**config.mk**
```make
export PLATFORM = sky130hd
export DESIGN_NAME = rf_pulse_monitor_flat
export DESIGN_NICKNAME = d
export VERILOG_FILES = /design/src/rtl/rf_pulse_pkg.sv /design/src/rtl/rf_pulse_monitor_if.sv /design/src/rtl/rf_edge_sync.sv /design/src/rtl/rf_pulse_monitor.sv /design/src/flat_wrapper.sv
export SDC_FILE = /design/constraint.sdc
export NUM_CORES = 1
export LEC_CHECK = 0
export CAP_MARGIN = 20
export CORE_UTILIZATION = 60
export DETAILED_ROUTE_END_ITERATION = 6
export PLACE_DENSITY_LB_ADDON = 0.15
export SYNTH_ARGS = -nofsm -noshare
export SYNTH_HDL_FRONTEND = slang
export SYNTH_SLANG_ARGS = --single-unit
```
**constraint.sdc**
```tcl
create_clock -name clk -period 17.6 [get_ports clk]
set_input_delay 5.28 -clock clk [delete_from_list [all_inputs] [get_ports clk]]
set_output_delay 5.28 -clock clk [all_outputs]
set_load 0.005 [all_outputs]
```
**src/rtl/rf_pulse_pkg.sv**
```systemverilog
// rf_pulse_pkg: types, defaults and helpers shared by the RF pulse monitor.
//   pulse_kind_e : classification reported on pulse_kind (NONE/PI2/PI/ERR)
//   mon_state_e  : monitor FSM states
//   sat_inc      : saturating 32-bit increment
//   classify     : width -> PI2/PI/ERR given nominal pi/2 width and tolerance
//   expected_kind: kind expected at a given position of the PI2, PI, PI2 echo
package rf_pulse_pkg;

    localparam int unsigned Pi2CyclesDef     = 333;
    localparam int unsigned TolCyclesDef     = 4;
    localparam int unsigned TimeoutCyclesDef = 200000;
    localparam logic [31:0] CntMax           = 32'hFFFF_FFFF;

    typedef enum logic [1:0] {
        KindNone = 2'd0,
        KindPi2  = 2'd1,
        KindPi   = 2'd2,
        KindErr  = 2'd3
    } pulse_kind_e;

    typedef enum logic [1:0] {
        StIdle  = 2'd0,
        StArmed = 2'd1,
        StHigh  = 2'd2,
        StLow   = 2'd3
    } mon_state_e;

    function automatic logic [31:0] sat_inc(input logic [31:0] v);
        return (v == CntMax) ? v : v + 32'd1;
    endfunction

    // Widened to 34 bits so nominal + tolerance cannot wrap.
    function automatic pulse_kind_e classify(input logic [31:0] w, input int unsigned pi2,
                                             input int unsigned tol);
        logic [33:0] w34, nom34, pi34, tol34;
        w34   = {2'b00, w};
        nom34 = {2'b00, pi2};
        pi34  = nom34 << 1;
        tol34 = {2'b00, tol};
        if (w == CntMax) begin
            return KindErr;
        end else if ((w34 + tol34 >= nom34) && (w34 <= nom34 + tol34)) begin
            return KindPi2;
        end else if ((w34 + tol34 >= pi34) && (w34 <= pi34 + tol34)) begin
            return KindPi;
        end
        return KindErr;
    endfunction

    function automatic pulse_kind_e expected_kind(input logic [1:0] idx);
        return (idx == 2'd1) ? KindPi : KindPi2;
    endfunction

endpackage

```
**src/rtl/rf_pulse_monitor_if.sv**
```systemverilog
// rf_pulse_monitor_if: signal bundle between the pulse monitor and its environment.
//   trig, rf                      : stimulus into the monitor
//   pulse_valid, seq_done, timeout: one-cycle strobes out of the monitor
//   pulse_width, gap_width        : last pulse high width / preceding low gap (cycles)
//   pulse_kind                    : classification of the last pulse
// master = environment side, slave = monitor side.
interface rf_pulse_monitor_if;
    import rf_pulse_pkg::*;

    logic        trig;
    logic        rf;
    logic        pulse_valid;
    logic [31:0] pulse_width;
    logic [31:0] gap_width;
    pulse_kind_e pulse_kind;
    logic        seq_done;
    logic        timeout;

    modport master (
        output trig, rf,
        input  pulse_valid, pulse_width, gap_width, pulse_kind, seq_done, timeout
    );

    modport slave (
        input  trig, rf,
        output pulse_valid, pulse_width, gap_width, pulse_kind, seq_done, timeout
    );

endinterface

```
**src/rtl/rf_edge_sync.sv**
```systemverilog
// rf_edge_sync: samples an asynchronous input and flags its rising edge.
//   clk, rst : clock, asynchronous active-high reset
//   d_i      : raw input
//   level_o  : sampled level
//   rise_o   : high for one cycle when the sampled level goes 0 -> 1
// With RF_MON_SYNC_EN defined a 2-flop synchronizer precedes the sample register,
// adding 2 cycles of latency; otherwise the input is sampled by a single register.
module rf_edge_sync (
    input  logic clk,
    input  logic rst,
    input  logic d_i,
    output logic level_o,
    output logic rise_o
);

    logic stage;
    logic sample_q;
    logic prev_q;

`ifdef RF_MON_SYNC_EN
    logic [1:0] sync_q;

    always_ff @(posedge clk or posedge rst) begin
        if (rst) begin
            sync_q <= '0;
        end else begin
            sync_q <= {sync_q[0], d_i};
        end
    end

    assign stage = sync_q[1];
`else
    assign stage = d_i;
`endif

    always_ff @(posedge clk or posedge rst) begin
        if (rst) begin
            sample_q <= 1'b0;
            prev_q   <= 1'b0;
        end else begin
            sample_q <= stage;
            prev_q   <= sample_q;
        end
    end

    assign level_o = sample_q;
    assign rise_o  = sample_q & ~prev_q;

endmodule

```
**src/rtl/rf_pulse_monitor.sv**
```systemverilog
// rf_pulse_monitor: measures RF gate pulses after a trigger, classifies them as
// PI2/PI/ERR and tracks the PI2, PI, PI2 spin-echo sequence.
//   clk, rst : clock, asynchronous active-high reset
//   bus_io   : rf_pulse_monitor_if.slave (trig, rf in; strobes, widths, kind out)
// Parameters: PI2_CYCLES (nominal pi/2 width), TOL_CYCLES (+/- tolerance),
// TIMEOUT_CYCLES (max low gap inside a sequence).
// Macro RF_MON_SYNC_EN (in rf_edge_sync) adds a 2-flop input synchronizer.
module rf_pulse_monitor
    import rf_pulse_pkg::*;
#(
    parameter int unsigned PI2_CYCLES     = Pi2CyclesDef,
    parameter int unsigned TOL_CYCLES     = TolCyclesDef,
    parameter int unsigned TIMEOUT_CYCLES = TimeoutCyclesDef
) (
    input logic                clk,
    input logic                rst,
    rf_pulse_monitor_if.slave  bus_io
);

    logic rf_level, rf_rise, trig_level, trig_rise;

    rf_edge_sync u_rf_sync (
        .clk     (clk),
        .rst     (rst),
        .d_i     (bus_io.rf),
        .level_o (rf_level),
        .rise_o  (rf_rise)
    );

    rf_edge_sync u_trig_sync (
        .clk     (clk),
        .rst     (rst),
        .d_i     (bus_io.trig),
        .level_o (trig_level),
        .rise_o  (trig_rise)
    );

    // Only the trig edge matters; its level is deliberately dropped.
    logic unused_trig_level;
    assign unused_trig_level = trig_level;

    mon_state_e  state_q, state_d;
    logic [31:0] width_q, width_d;
    logic [31:0] gap_q, gap_d;
    logic [31:0] gap_lat_q, gap_lat_d;
    logic [1:0]  idx_q, idx_d;
    logic [31:0] pulse_width_q, pulse_width_d;
    logic [31:0] gap_width_q, gap_width_d;
    pulse_kind_e kind_q, kind_d;
    logic        pulse_valid_q, pulse_valid_d;
    logic        seq_done_q, seq_done_d;
    logic        timeout_q, timeout_d;

    pulse_kind_e meas_kind;
    logic        pulse_ok;
    logic        seq_last;
    logic        gap_expired;

    assign meas_kind   = classify(width_q, PI2_CYCLES, TOL_CYCLES);
    assign pulse_ok    = (meas_kind == expected_kind(idx_q));
    assign seq_last    = (idx_q == 2'd2);
    // gap_q already counts the first low sample taken in StHigh.
    assign gap_expired = (sat_inc(gap_q) >= TIMEOUT_CYCLES);

    // State register.
    always_ff @(posedge clk or posedge rst) begin
        if (rst) begin
            state_q <= StIdle;
        end else begin
            state_q <= state_d;
        end
    end

    // Next-state logic.
    always_comb begin
        state_d = state_q;
        unique case (state_q)
            StIdle:  if (trig_rise) state_d = StArmed;
            StArmed: if (rf_rise) state_d = StHigh;
            StHigh: begin
                if (!rf_level) begin
                    if (!pulse_ok) begin
                        state_d = StArmed;
                    end else if (seq_last) begin
                        state_d = StIdle;
                    end else begin
                        state_d = StLow;
                    end
                end
            end
            StLow: begin
                if (rf_rise) begin
                    state_d = StHigh;
                end else if (gap_expired) begin
                    state_d = StArmed;
                end
            end
            default: state_d = StIdle;
        endcase
    end

    // Counters and registered outputs.
    always_comb begin
        width_d       = width_q;
        gap_d         = gap_q;
        gap_lat_d     = gap_lat_q;
        idx_d         = idx_q;
        pulse_width_d = pulse_width_q;
        gap_width_d   = gap_width_q;
        kind_d        = kind_q;
        pulse_valid_d = 1'b0;
        seq_done_d    = 1'b0;
        timeout_d     = 1'b0;
        unique case (state_q)
            StIdle: idx_d = '0;
            StArmed: begin
                if (rf_rise) begin
                    width_d   = 32'd1;
                    gap_lat_d = '0;  // first pulse of a sequence has no gap
                end
            end
            StHigh: begin
                if (rf_level) begin
                    width_d = sat_inc(width_q);
                end else begin
                    pulse_valid_d = 1'b1;
                    pulse_width_d = width_q;
                    gap_width_d   = gap_lat_q;
                    gap_d         = 32'd1;
                    if (!pulse_ok) begin
                        kind_d = KindErr;
                        idx_d  = '0;
                    end else begin
                        kind_d = meas_kind;
                        if (seq_last) begin
                            seq_done_d = 1'b1;
                            idx_d      = '0;
                        end else begin
                            idx_d = idx_q + 2'd1;
                        end
                    end
                end
            end
            StLow: begin
                if (rf_rise) begin
                    width_d   = 32'd1;
                    gap_lat_d = gap_q;
                end else begin
                    gap_d = sat_inc(gap_q);
                    if (gap_expired) begin
                        timeout_d = 1'b1;
                        idx_d     = '0;
                    end
                end
            end
            default: ;
        endcase
    end

    always_ff @(posedge clk or posedge rst) begin
        if (rst) begin
            width_q       <= '0;
            gap_q         <= '0;
            gap_lat_q     <= '0;
            idx_q         <= '0;
            pulse_width_q <= '0;
            gap_width_q   <= '0;
            kind_q        <= KindNone;
            pulse_valid_q <= 1'b0;
            seq_done_q    <= 1'b0;
            timeout_q     <= 1'b0;
        end else begin
            width_q       <= width_d;
            gap_q         <= gap_d;
            gap_lat_q     <= gap_lat_d;
            idx_q         <= idx_d;
            pulse_width_q <= pulse_width_d;
            gap_width_q   <= gap_width_d;
            kind_q        <= kind_d;
            pulse_valid_q <= pulse_valid_d;
            seq_done_q    <= seq_done_d;
            timeout_q     <= timeout_d;
        end
    end

    assign bus_io.pulse_valid = pulse_valid_q;
    assign bus_io.pulse_width = pulse_width_q;
    assign bus_io.gap_width   = gap_width_q;
    assign bus_io.pulse_kind  = kind_q;
    assign bus_io.seq_done    = seq_done_q;
    assign bus_io.timeout     = timeout_q;

endmodule

```
**src/flat_wrapper.sv**
```systemverilog
// flat-port wrapper written by rule: the top's interface ports become plain ports
module rf_pulse_monitor_flat import rf_pulse_pkg::*;
#(
    parameter int unsigned PI2_CYCLES     = Pi2CyclesDef,
    parameter int unsigned TOL_CYCLES     = TolCyclesDef,
    parameter int unsigned TIMEOUT_CYCLES = TimeoutCyclesDef
)
  (clk, rst, bus_io_trig, bus_io_rf, bus_io_pulse_valid, bus_io_pulse_width, bus_io_gap_width, bus_io_pulse_kind, bus_io_seq_done, bus_io_timeout);
  rf_pulse_monitor_if bus_io_i ();
  input logic clk;
  input logic rst;
  input wire logic [$bits(bus_io_i.trig)-1:0] bus_io_trig;
  input wire logic [$bits(bus_io_i.rf)-1:0] bus_io_rf;
  output wire logic [$bits(bus_io_i.pulse_valid)-1:0] bus_io_pulse_valid;
  output wire logic [$bits(bus_io_i.pulse_width)-1:0] bus_io_pulse_width;
  output wire logic [$bits(bus_io_i.gap_width)-1:0] bus_io_gap_width;
  output wire logic [$bits(bus_io_i.pulse_kind)-1:0] bus_io_pulse_kind;
  output wire logic [$bits(bus_io_i.seq_done)-1:0] bus_io_seq_done;
  output wire logic [$bits(bus_io_i.timeout)-1:0] bus_io_timeout;
  assign bus_io_i.trig = bus_io_trig;
  assign bus_io_i.rf = bus_io_rf;
  assign bus_io_pulse_valid = bus_io_i.pulse_valid;
  assign bus_io_pulse_width = bus_io_i.pulse_width;
  assign bus_io_gap_width = bus_io_i.gap_width;
  assign bus_io_pulse_kind = bus_io_i.pulse_kind;
  assign bus_io_seq_done = bus_io_i.seq_done;
  assign bus_io_timeout = bus_io_i.timeout;
  rf_pulse_monitor #(.PI2_CYCLES(PI2_CYCLES), .TOL_CYCLES(TOL_CYCLES), .TIMEOUT_CYCLES(TIMEOUT_CYCLES)) u_core (.clk(clk), .rst(rst), .bus_io(bus_io_i));
endmodule
```
# After elaboration in Yosys (flattened, before gate mapping)
# Cells that the tools add are included.
[totals] reg_bits=173 inputBits=4 out_inout_bits=69
[op_classes] n_lt_le_gt_ge=5 muxes=43 reduce_logical=14 bitwise_logic=5 eq_ne=18 addsub=4
[op_table] operator="32-bit two-way mux" n=8
[op_table] operator="32-bit case mux with 2 select lines" n=3
[op_table] operator="32-bit by 1-bit adder with 32-bit output, second input constant" n=2
[op_table] operator="32-bit == test, second input constant" n=2
[op_table] operator="2-bit two-way mux" n=18
[op_table] operator="34-bit by 10-bit >= comparator with 1-bit output, second input constant" n=1
[op_table] operator="34-bit by 9-bit >= comparator with 1-bit output, second input constant" n=1
[op_table] operator="32-bit by 3-bit adder with 33-bit output, second input constant" n=1
[op_table] operator="32-bit by 18-bit >= comparator with 1-bit output, second input constant" n=1
[op_table] operator="32-bit by 10-bit <= comparator with 1-bit output, second input constant" n=1
[op_table] operator="32-bit by 9-bit <= comparator with 1-bit output, second input constant" n=1
[op_table] operator="1-bit two-way mux" n=12
[op_table] operator="4-bit AND reduction" n=3
[op_table] operator="2-bit by 1-bit != test with 1-bit output, second input constant" n=5
[op_table] operator="2-bit != test, second input constant" n=4
[op_table] operator="2-bit case mux with 4 select lines" n=1
[op_table] operator="2-bit == test, second input constant" n=3
[op_table] operator="2-bit case mux with 3 select lines" n=1
[op_table] operator="3-bit AND reduction" n=2
[op_table] operator="2-bit nonzero test" n=3
[op_table] operator="2-bit by 1-bit == test with 1-bit output, second input constant" n=2
[op_table] operator="3-bit by 1-bit != test with 1-bit output, second input constant" n=1
[op_table] operator="1-bit NOT" n=3
[op_table] operator="3-bit nonzero test" n=1
[op_table] operator="other kinds (7)" n=9

# Depth between registers and ports, before layout
# Gate-level depths: netlist of the first run.
[logic_depth] word_depth=11 ltp_mapped=13

# Cells and area by module
# A second synthesis of the first run with hierarchy kept.
[hier_totals] cells_unflattened=1086 area_unflattened_um2=9186.3
[by_module_without_submodules] module="rf_pulse_monitor" seq_area_each_um2=4229.1 cells_per_inst=1078 n_inst=1 area_each_um2=9051.2
[by_module_without_submodules] module="rf_edge_sync" seq_area_each_um2=50.0 cells_per_inst=4 n_inst=2 area_each_um2=67.6

# Least setup slack after synthesis of the first run
# Ideal clock, no wire load.
[synth_timing] kind="reg-to-output" start="register u_core.kind_q[0], in the netlist u_core.bus_io.pulse_kind[0]" end="output bus_io_pulse_kind[0]" arrival_ns=0.362 setup_slack_ns=11.958 stages_incl_launch_ff=1 path_buffers=0 path_cell_list="dfrtp_1"
[synth_lines] item="start: declaration" line_no="rf_pulse_monitor.sv:49" source="pulse_kind_e kind_q, kind_d;"
[synth_lines] item="start signal: assignment" line_no="rf_pulse_monitor.sv:168" source="kind_q <= KindNone;"
[synth_lines] item="start signal: assignment" line_no="rf_pulse_monitor.sv:179" source="kind_q <= kind_d;"
[synth_lines] item="end: declaration" line_no="flat_wrapper.sv:17" source="output wire logic [$bits(bus_io_i.pulse_kind)-1:0] bus_io_pulse_kind;"
# No word-level cell between the ends.

==> metrics.txt, run 1 <==
status complete, no violations; CTS resizes 0; Wirelength per Cell approximately 17 µm; vias per cell about 6.0; post-synth net total approximately 1100; die footprint 15400 µm²; routed vias a little under 8000; global-route wire length before repair about 35000 µm; most frequent cell after synthesis nand2_1; endpoints failing setup 0; clk buf depth 2; share of post-route cells with drive strength above 1 0.0585; all-layer global routing usage 0.298; Placed Cells 1245; RSZ-0062 raised after global routing false; Die Ht between 100 and 150 µm; CTS tree yes; Yosys top cell area share 0.485; row count 44; Final #Nets roughly 1100; Main synth FF type dfrtp_1; register bit total from synthesis between 150 and 200; Reg clk slew, reported paths about 0.07 ns; f_max about 0.15 GHz; Area contributors post-synth dfrtp_1, nand2_1, nand3_1; number of global-route vias before repair between 6000 and 7000; setup bufs post-CTS 0; Die W ~120 µm; DR DRC count 0; clk_skew just under 0.008 ns; biggest area consumer among synthesized cells dfrtp_1; top post-synthesis cells by count nand2_1, dfrtp_1, nor2_1, nand3_1, o21ai_0; HPWL reported at the end of detailed placement around 13000 µm; Post-synth EDFFs 0; Final Hold Fails 0; Hold Path Class flop to flop; max cap viols 0; Finished Layout Cells between 1000 and 1500; Pins Over Slew Limit 0; CP Capture Type asynchronous set/reset pin; fill count about 1200; root buf cell clkbuf_16; Final ANT Viol Nets 0; setup TNS 0 ns; Tot Pwr slightly below 1 mW; library cells used by synthesis between 60 and 70; Slew HR 0.366; n_diodes 0; Peak VDD IR just over 70 µV; Post-Syn Area per Cell approximately 8.4 µm²; Tmin final slightly below 7 ns; startpoint types primary input; Buffers on Ports between 70 and 80; TritonRoute pass-1 iters 5; pwr dens around 96 nW/µm²; yosys warns 0; Worst EP arrival 7.31 ns; largest fanout on the critical path 97; pre-CTS setup slack approximately 10 ns; total gr overflow 0; H-tree Lvls 4; Leak 4.63 nW; Setup WS post-layout 10.72 ns; final wirelength ~21000 µm; sequential share of the synthesized area 0.485; CTS Buf Count 17; Critical Path RT 18.03 ns; initial antenna violation count 0; DR iter-0 viols ~660; final hold slack 0.380 ns; clock sink total 173; Mapped Cells ~1100; worst setup path class primary input to asynchronous set/reset pin; ys async rst share 1.00; GPL Wtd Cong approximately 0.94; CTS Hold Bufs 0; Cell Area, Synth between 8000 and 9000 µm²; Core Region approximately 15000 µm²; worst-skew pair later-pin latency around 0.43 ns; final period utilization 0.391; Starting Density 0.614; Worst Tran Pin Value around 0.95 ns; I/O pin count between 70 and 80; Syn-to-layout area delta 14.0%; largest net degree at the start of global routing 98
[routing by layer]
layer | up-vias | global-route usage | wire length [µm]
li1 | 3713 | - | -
met1 | 3659 | 0.453 | 10200
met2 | 284 | 0.440 | 9360
met3 | 29 | 0.0582 | 1450
met4 | 0 | 0.0699 | 259
met5 | - | 0 | 0
[logic make-up after synthesis]
| kind of cell | after synthesis | share of synthesized area |
|---|---|---|
| XOR/XNOR | 37 | 0.0363 |
| multiplexers | 8 | 0.00939 |
| buffers and inverters | 104 | 0.0492 |
| flip-flops | 173 | 0.485 |
| AND/OR/NAND/NOR | 568 | 0.296 |
| adder cells (fa/ha/maj) | 6 | 0.00813 |
| AO/OA/AOI/OAI | 168 | 0.116 |
[final timing paths]
kind	from	to	slack, ns	depth (start not counted)
max	rst	u_core.width_q[11]	10.72	3
min	u_core.u_trig_sync.level_o	u_core.u_trig_sync.prev_q	0.38	0
max reg2reg	u_core.gap_q[24]	u_core.idx_q[1]	14.15	9
min reg2reg	u_core.u_trig_sync.level_o	u_core.u_trig_sync.prev_q	0.38	0
max in group clk	u_core.bus_io.pulse_width[1]	bus_io_pulse_width[1]	11.00	1
min in group asynchronous	rst	u_core.bus_io.gap_width[13]	5.41	2
[report_power, final]
| group | total (mW) | internal (mW) | leakage [nW] | switching (mW) |
|---|---|---|---|---|
| sequential | 0.445 | 0.419 | 2.38 | 0.0260 |
| clock | 0.362 | 0.197 | 0.271 | 0.165 |
| combinational | 0.173 | 0.0547 | 1.98 | 0.119 |
| total | 0.980 | 0.670 | 4.63 | 0.310 |
[layout by cell type, fill, tap and decap left out, types with 5 or more instances in the layout]
cell type / n
nand2_1: 279
inv_6: 6
a31oi_1: 17
and3_1: 13
ha_1: 5
clkdlybuf4s50_1: 72
a21o_1: 6
or3_1: 14
dfrtp_1: 173
o21ai_0: 70
o31ai_1: 18
inv_1: 20
nand2b_1: 5
nor3_1: 25
a21oi_1: 27
buf_4: 6
xnor2_1: 21
nand3_1: 71
nor4_1: 15
mux2i_1: 5
xor2_1: 16
and4_1: 8
clkbuf_16: 17
nand4_1: 35
nor2_1: 76
o41ai_1: 6
[area by class of cell]
cell class / count / area (µm²) / area share
Sequential cell: 173 / 4330 / 0.426
Multi-Input combinational cell: 787 / 4170 / 0.410
Clock inverter: 15 / 138 / 0.0135
Clock buffer: 17 / 425 / 0.0418
Inverter: 23 / 91.3 / 0.00898
Timing Repair Buffer: 79 / 793 / 0.0780
Tap cell: 184 / 230 / 0.0226
[state kept, by name, summed over array words and instances, names as in the netlist]
name,count
u_core.bus_io.gap_width,32
u_core.u_rf_sync.level_o,1
u_core.gap_lat_q,32
u_core.bus_io.timeout,1
u_core.bus_io.pulse_valid,1
u_core.bus_io.pulse_width,32
u_core.idx_q,2
u_core.width_q,32
u_core.u_trig_sync.level_o,1
u_core.bus_io.seq_done,1
u_core.gap_q,32
u_core.state_q,2
u_core.bus_io.pulse_kind,2
u_core.u_trig_sync.prev_q,1
u_core.u_rf_sync.prev_q,1
[critical path: stages]
cell	delay, ns
clkdlybuf4s50_1	0.47
inv_6	0.62
buf_4	0.87
[through the flow]
stage | instance area [µm²] | utilization
2_1_floorplan | 8920 | -
3_3_place_gp | 9580 | 0.659
5_1_grt | 10200 | 0.700
4_1_cts | 10100 | 0.698
3_5_place_dp | 9580 | 0.659
6_report | 10200 | 0.700
Note: power is estimated with default switching activity, not from simulation.
==> run 2: changes to the inputs <==
- CORE_UTILIZATION: 60 -> 53
- clock period: 17.6 -> 5.55 ns (I/O delays scaled with it)
==> metrics.txt, run 2 (same netlist as run 1, synthesis figures left out) <==
status complete, no violations; endpoints failing setup 0; clock sink total 173; sw frac 0.293; Tot Pwr 3.25 mW; startpoint types flop; max cap viols 0; NetSw around 0.95 mW; DR iter-0 viols between 600 and 700; root buf cell clkbuf_16; pre-CTS setup slack 2.25 ns; most frequent cells in the layout nand2_1, dfrtp_1, nor2_1; CTS tree yes; clk_skew just under 0.008 ns; I/O pin count 73; fill count between 1000 and 1500; Tmin final around 3.4 ns; setup TNS 0 ns; share of post-route cells with drive strength above 1 0.0593; CTS Hold Bufs 0; Peak VDD IR between 200 and 300 µV; final wirelength between 20000 and 25000 µm; Pins Over Slew Limit 0; HPWL reported at the end of detailed placement approximately 14000 µm; Buffers on Ports a little over 70; total gr overflow 0; Wirelength per Cell ~17 µm; largest net degree at the start of global routing 79; RSZ-0062 raised after global routing false; initial antenna violation count 0; Sequential Power Share 0.440; Final #Nets ~1100; Leak 4.68 nW; vias per cell ~5.8; CTS Buf Count 17; largest fanout on the critical path 11; DR DRC count 0; CP Capture Type flop; footprint of the multi-input gates approximately 4200 µm²; number of global-route vias before repair roughly 6900; P_int around 2.3 mW; Syn-to-layout area delta 15.7%; setup bufs post-CTS 0; Core Region 16500 µm²; final period utilization 0.607; n_diodes 0; worst setup path class flop to flop; Combinational Power Share 0.156; routed vias 7674; Die Ht approximately 130 µm; Worst Tran Pin Value 1.10 ns; pwr dens around 320 nW/µm²; TritonRoute pass-1 iters 4; Reg area ~4300 µm²; clk buf depth 2; clock power share 0.404; row count 47; Starting Density 0.540; Slew HR 0.264; worst-skew pair later-pin latency roughly 0.43 ns; Die W roughly 130 µm; Setup WS post-layout 2.18 ns; final hold slack between 0.3 and 0.4 ns; Hold Path Class flop to flop; die footprint around 17000 µm²; Worst EP arrival ~3.7 ns; global-route wire length before repair between 30000 and 40000 µm; Final Hold Fails 0; CTS resizes 0; Reg clk slew, reported paths roughly 0.070 ns; Final ANT Viol Nets 0; H-tree Lvls 4; f_max approximately 0.30 GHz; all-layer global routing usage 0.263; GPL Wtd Cong about 0.90; commonest non-fill, non-tap cell in the layout nand2_1; Critical Path RT about 5.9 ns
-- run 2: through the flow --
step                std cells  instance area [µm²]   util
finish                   1316                10300  0.625
global route             1316                10300  0.625
CTS                      1315                10300  0.624
detailed placement       1283                 9650  0.584
global placement         1283                 9650  0.584
floorplan                1064                 8930      -
-- run 2: worst paths after layout --
path / from / end / slack [ns] / cells after the start
worst max-delay path: u_core.gap_q[0] / u_core.idx_q[1] / 2.18 / 10
worst max register to register: u_core.gap_q[0] / u_core.idx_q[1] / 2.18 / 10
worst min-delay path: u_core.u_trig_sync.level_o / u_core.u_trig_sync.prev_q / 0.39 / 0
min in group asynchronous: rst / u_core.bus_io.gap_width[15] / 1.53 / 2
max in group asynchronous: rst / u_core.gap_q[24] / 3.08 / 4
worst min register to register: u_core.u_trig_sync.level_o / u_core.u_trig_sync.prev_q / 0.39 / 0
-- run 2: critical path, cell delays in order (launching register included) --
cell,delay (ns)
dfrtp_1,0.43
ha_1,0.24
nand3_1,0.16
nor2_1,0.43
and4_1,0.55
o21ai_0,0.15
a2111oi_0,0.50
o211ai_1,0.25
a31oi_1,0.27
nor2_1,0.13
mux2i_1,0.14
-- run 2: area by class of cell --
cell class	count	area share
clock buffer	19	0.0429
clock inverter	13	0.0205
sequential	173	0.419
multi-input combinational	787	0.403
tap	220	0.0267
inverter	23	0.00872
timing repair buffer	81	0.0787
-- run 2: routing by layer --
layer	up-vias	track usage	part of all wire
met1	3714	0.420	0.51
met3	27	0.0358	0.048
met2	224	0.369	0.43
met4	0	0.0775	0.013
met5	-	0	0
li1	3709	-	-
-- run 2: power groups by stage --
stage	clock (mW)	sequential (mW)	combinational [mW]
final	1.31	1.43	0.509
after global routing	1.39	1.44	0.569
after CTS	1.33	1.43	0.513
after detailed placement	0	1.45	0.512
after global placement	0	1.45	0.504
after floorplan	0	1.40	0.379
==> run 3: changes to the inputs <==
- clock period: 5.55 -> 2.8 ns (I/O delays scaled with it)
==> metrics.txt, run 3 (same netlist as run 1, synthesis figures left out) <==
Slew HR 0.437; Core Util, Final 0.681; Syn-to-layout area delta 26.1%; initial antenna violation count 0; root buf cell clkbuf_16; worst-skew pair later-pin latency between 0.4 and 0.5 ns; HPWL reported at the end of detailed placement about 16000 µm; Crit. Startpoint u_core.width_q[12]; CP Capture Type flop; row count between 40 and 50; worst setup path class flop to flop; largest net degree at the start of global routing 79; number of global-route vias before repair ~7600; startpoint types flop; crit path capture u_core.state_q[0]; Hold Path Class flop to flop; n_diodes 0; f_max 0.369 GHz; Pins Over Slew Limit 0; global-route wire length before repair 39700 µm; vias per cell 5.76; DR iter-0 viols 650; Reg clk slew, reported paths roughly 0.070 ns; GPL Wtd Cong between 0.9 and 1; Reg area roughly 4300 µm²; max cap viols 0; routed vias ~8000; Wirelength per Cell 16.8 µm; fill count 1355; Starting Density 0.540; Final #Nets about 1200; DR DRC count 0; most frequent cells in the layout nand2_1, dfrtp_1, buf_4; pre-CTS setup slack 0.0625 ns; final period utilization 0.969; CTS Buf Count 17; Final ANT Viol Nets 0; Worst Tran Pin Value between 0.8 and 0.9 ns; Buffers on Ports approximately 70; I/O pin count 73; Final Hold Fails 0; post-route cell area about 11000 µm²; reg-to-reg slack, setup just under 0.09 ns; Setup WS post-layout around 0.087 ns; H-tree Lvls 4; all-layer global routing usage 0.290; share of post-route cells with drive strength above 1 0.168; TritonRoute pass-1 iters 5; CTS tree yes; die footprint 17400 µm²; Leak between 5 and 6 nW; Die Ht about 130 µm; commonest non-fill, non-tap cell in the layout nand2_1; Die W roughly 130 µm; endpoints failing setup 0; reg-to-reg startpoint u_core.width_q[12]; worst r2r path cells 10; Critical Path RT about 3.2 ns; final wirelength around 24000 µm; pwr dens around 570 nW/µm²; CTS Hold Bufs 0; clock sink total between 150 and 200; dpl cell area ~10000 µm²; Tmin final ~2.7 ns; status complete, no violations; clk_skew 0.0120 ns; total gr overflow 0; footprint of the multi-input gates around 4300 µm²; clk buf depth 2; Peak VDD IR around 530 µV; Core Region about 17000 µm²; setup TNS 0 ns; Reg-to-Reg End u_core.state_q[0]; largest fanout on the critical path 4; Worst EP arrival around 3 ns
-- run 3: cell count changes in the layout (fill, tap and decap cells not counted), sizes merged --
cell and change:
buf +109, inv +2, clkinv -1, bufinv -3
clkinvlp +2
-- run 3: per-stage QoR --
stage               hold slack (ns)  instances  power (mW)
floorplan                     0.354       1064        3.52
global placement              0.363       1389        4.00
detailed placement            0.383       1389        4.03
CTS                           0.397       1421        6.43
global route                  0.417       1425        6.72
finish                        0.393       1425        6.43
-- run 3: layout make-up --
cell class                 instances  area share
clock inverter                    13      0.0138
timing repair buffer             190       0.148
tap                              220      0.0245
clock buffer                      19      0.0394
inverter                          23     0.00801
multi-input combinational        787       0.381
sequential                       173       0.385
-- run 3: worst min-delay path by stage --
stage / from / endpoint / cells past startpoint
6_report: u_core.u_trig_sync.level_o / u_core.u_trig_sync.prev_q / 0
3_3_place_gp: u_core.u_trig_sync.level_o / u_core.u_trig_sync.prev_q / 0
3_5_place_dp: u_core.u_trig_sync.level_o / u_core.u_trig_sync.prev_q / 0
2_1_floorplan: u_core.u_trig_sync.level_o / u_core.u_trig_sync.prev_q / 0
5_1_grt: u_core.u_trig_sync.level_o / u_core.u_trig_sync.prev_q / 0
4_1_cts: u_core.u_trig_sync.level_o / u_core.u_trig_sync.prev_q / 0
-- run 3: worst max-delay path, stage by stage, from the launching register on --
cell      delay, ns
dfrtp_1        0.43
buf_4          0.15
nand4_1        0.10
nor2_1         0.26
nand3_1        0.13
xnor2_1        0.19
nor4_2         0.35
o2111a_2       0.31
a31oi_2        0.14
a311o_1        0.37
a31oi_1        0.19
-- run 3: what timing repair did --
action,in CTS,in global routing
resized for setup,1,33
pin swaps,0,9
endpoints found under the setup margin,2,9
setup buffers,0,5
endpoints found under the hold margin,0,0
-- run 3: layer usage --
metal  track usage  vias up  share of wire
met5             0        -              0
met4        0.0904        0          0.021
met3        0.0507       45          0.062
met2         0.422      262           0.43
met1         0.440     3967           0.48
li1              -     3936              -
-- run 3: report_power, final --
group	total (mW)	internal [mW]	switching (mW)
registers	2.75	2.63	0.116
clock network	2.42	1.36	1.06
logic	1.26	0.423	0.841
total	6.43	4.41	2.02
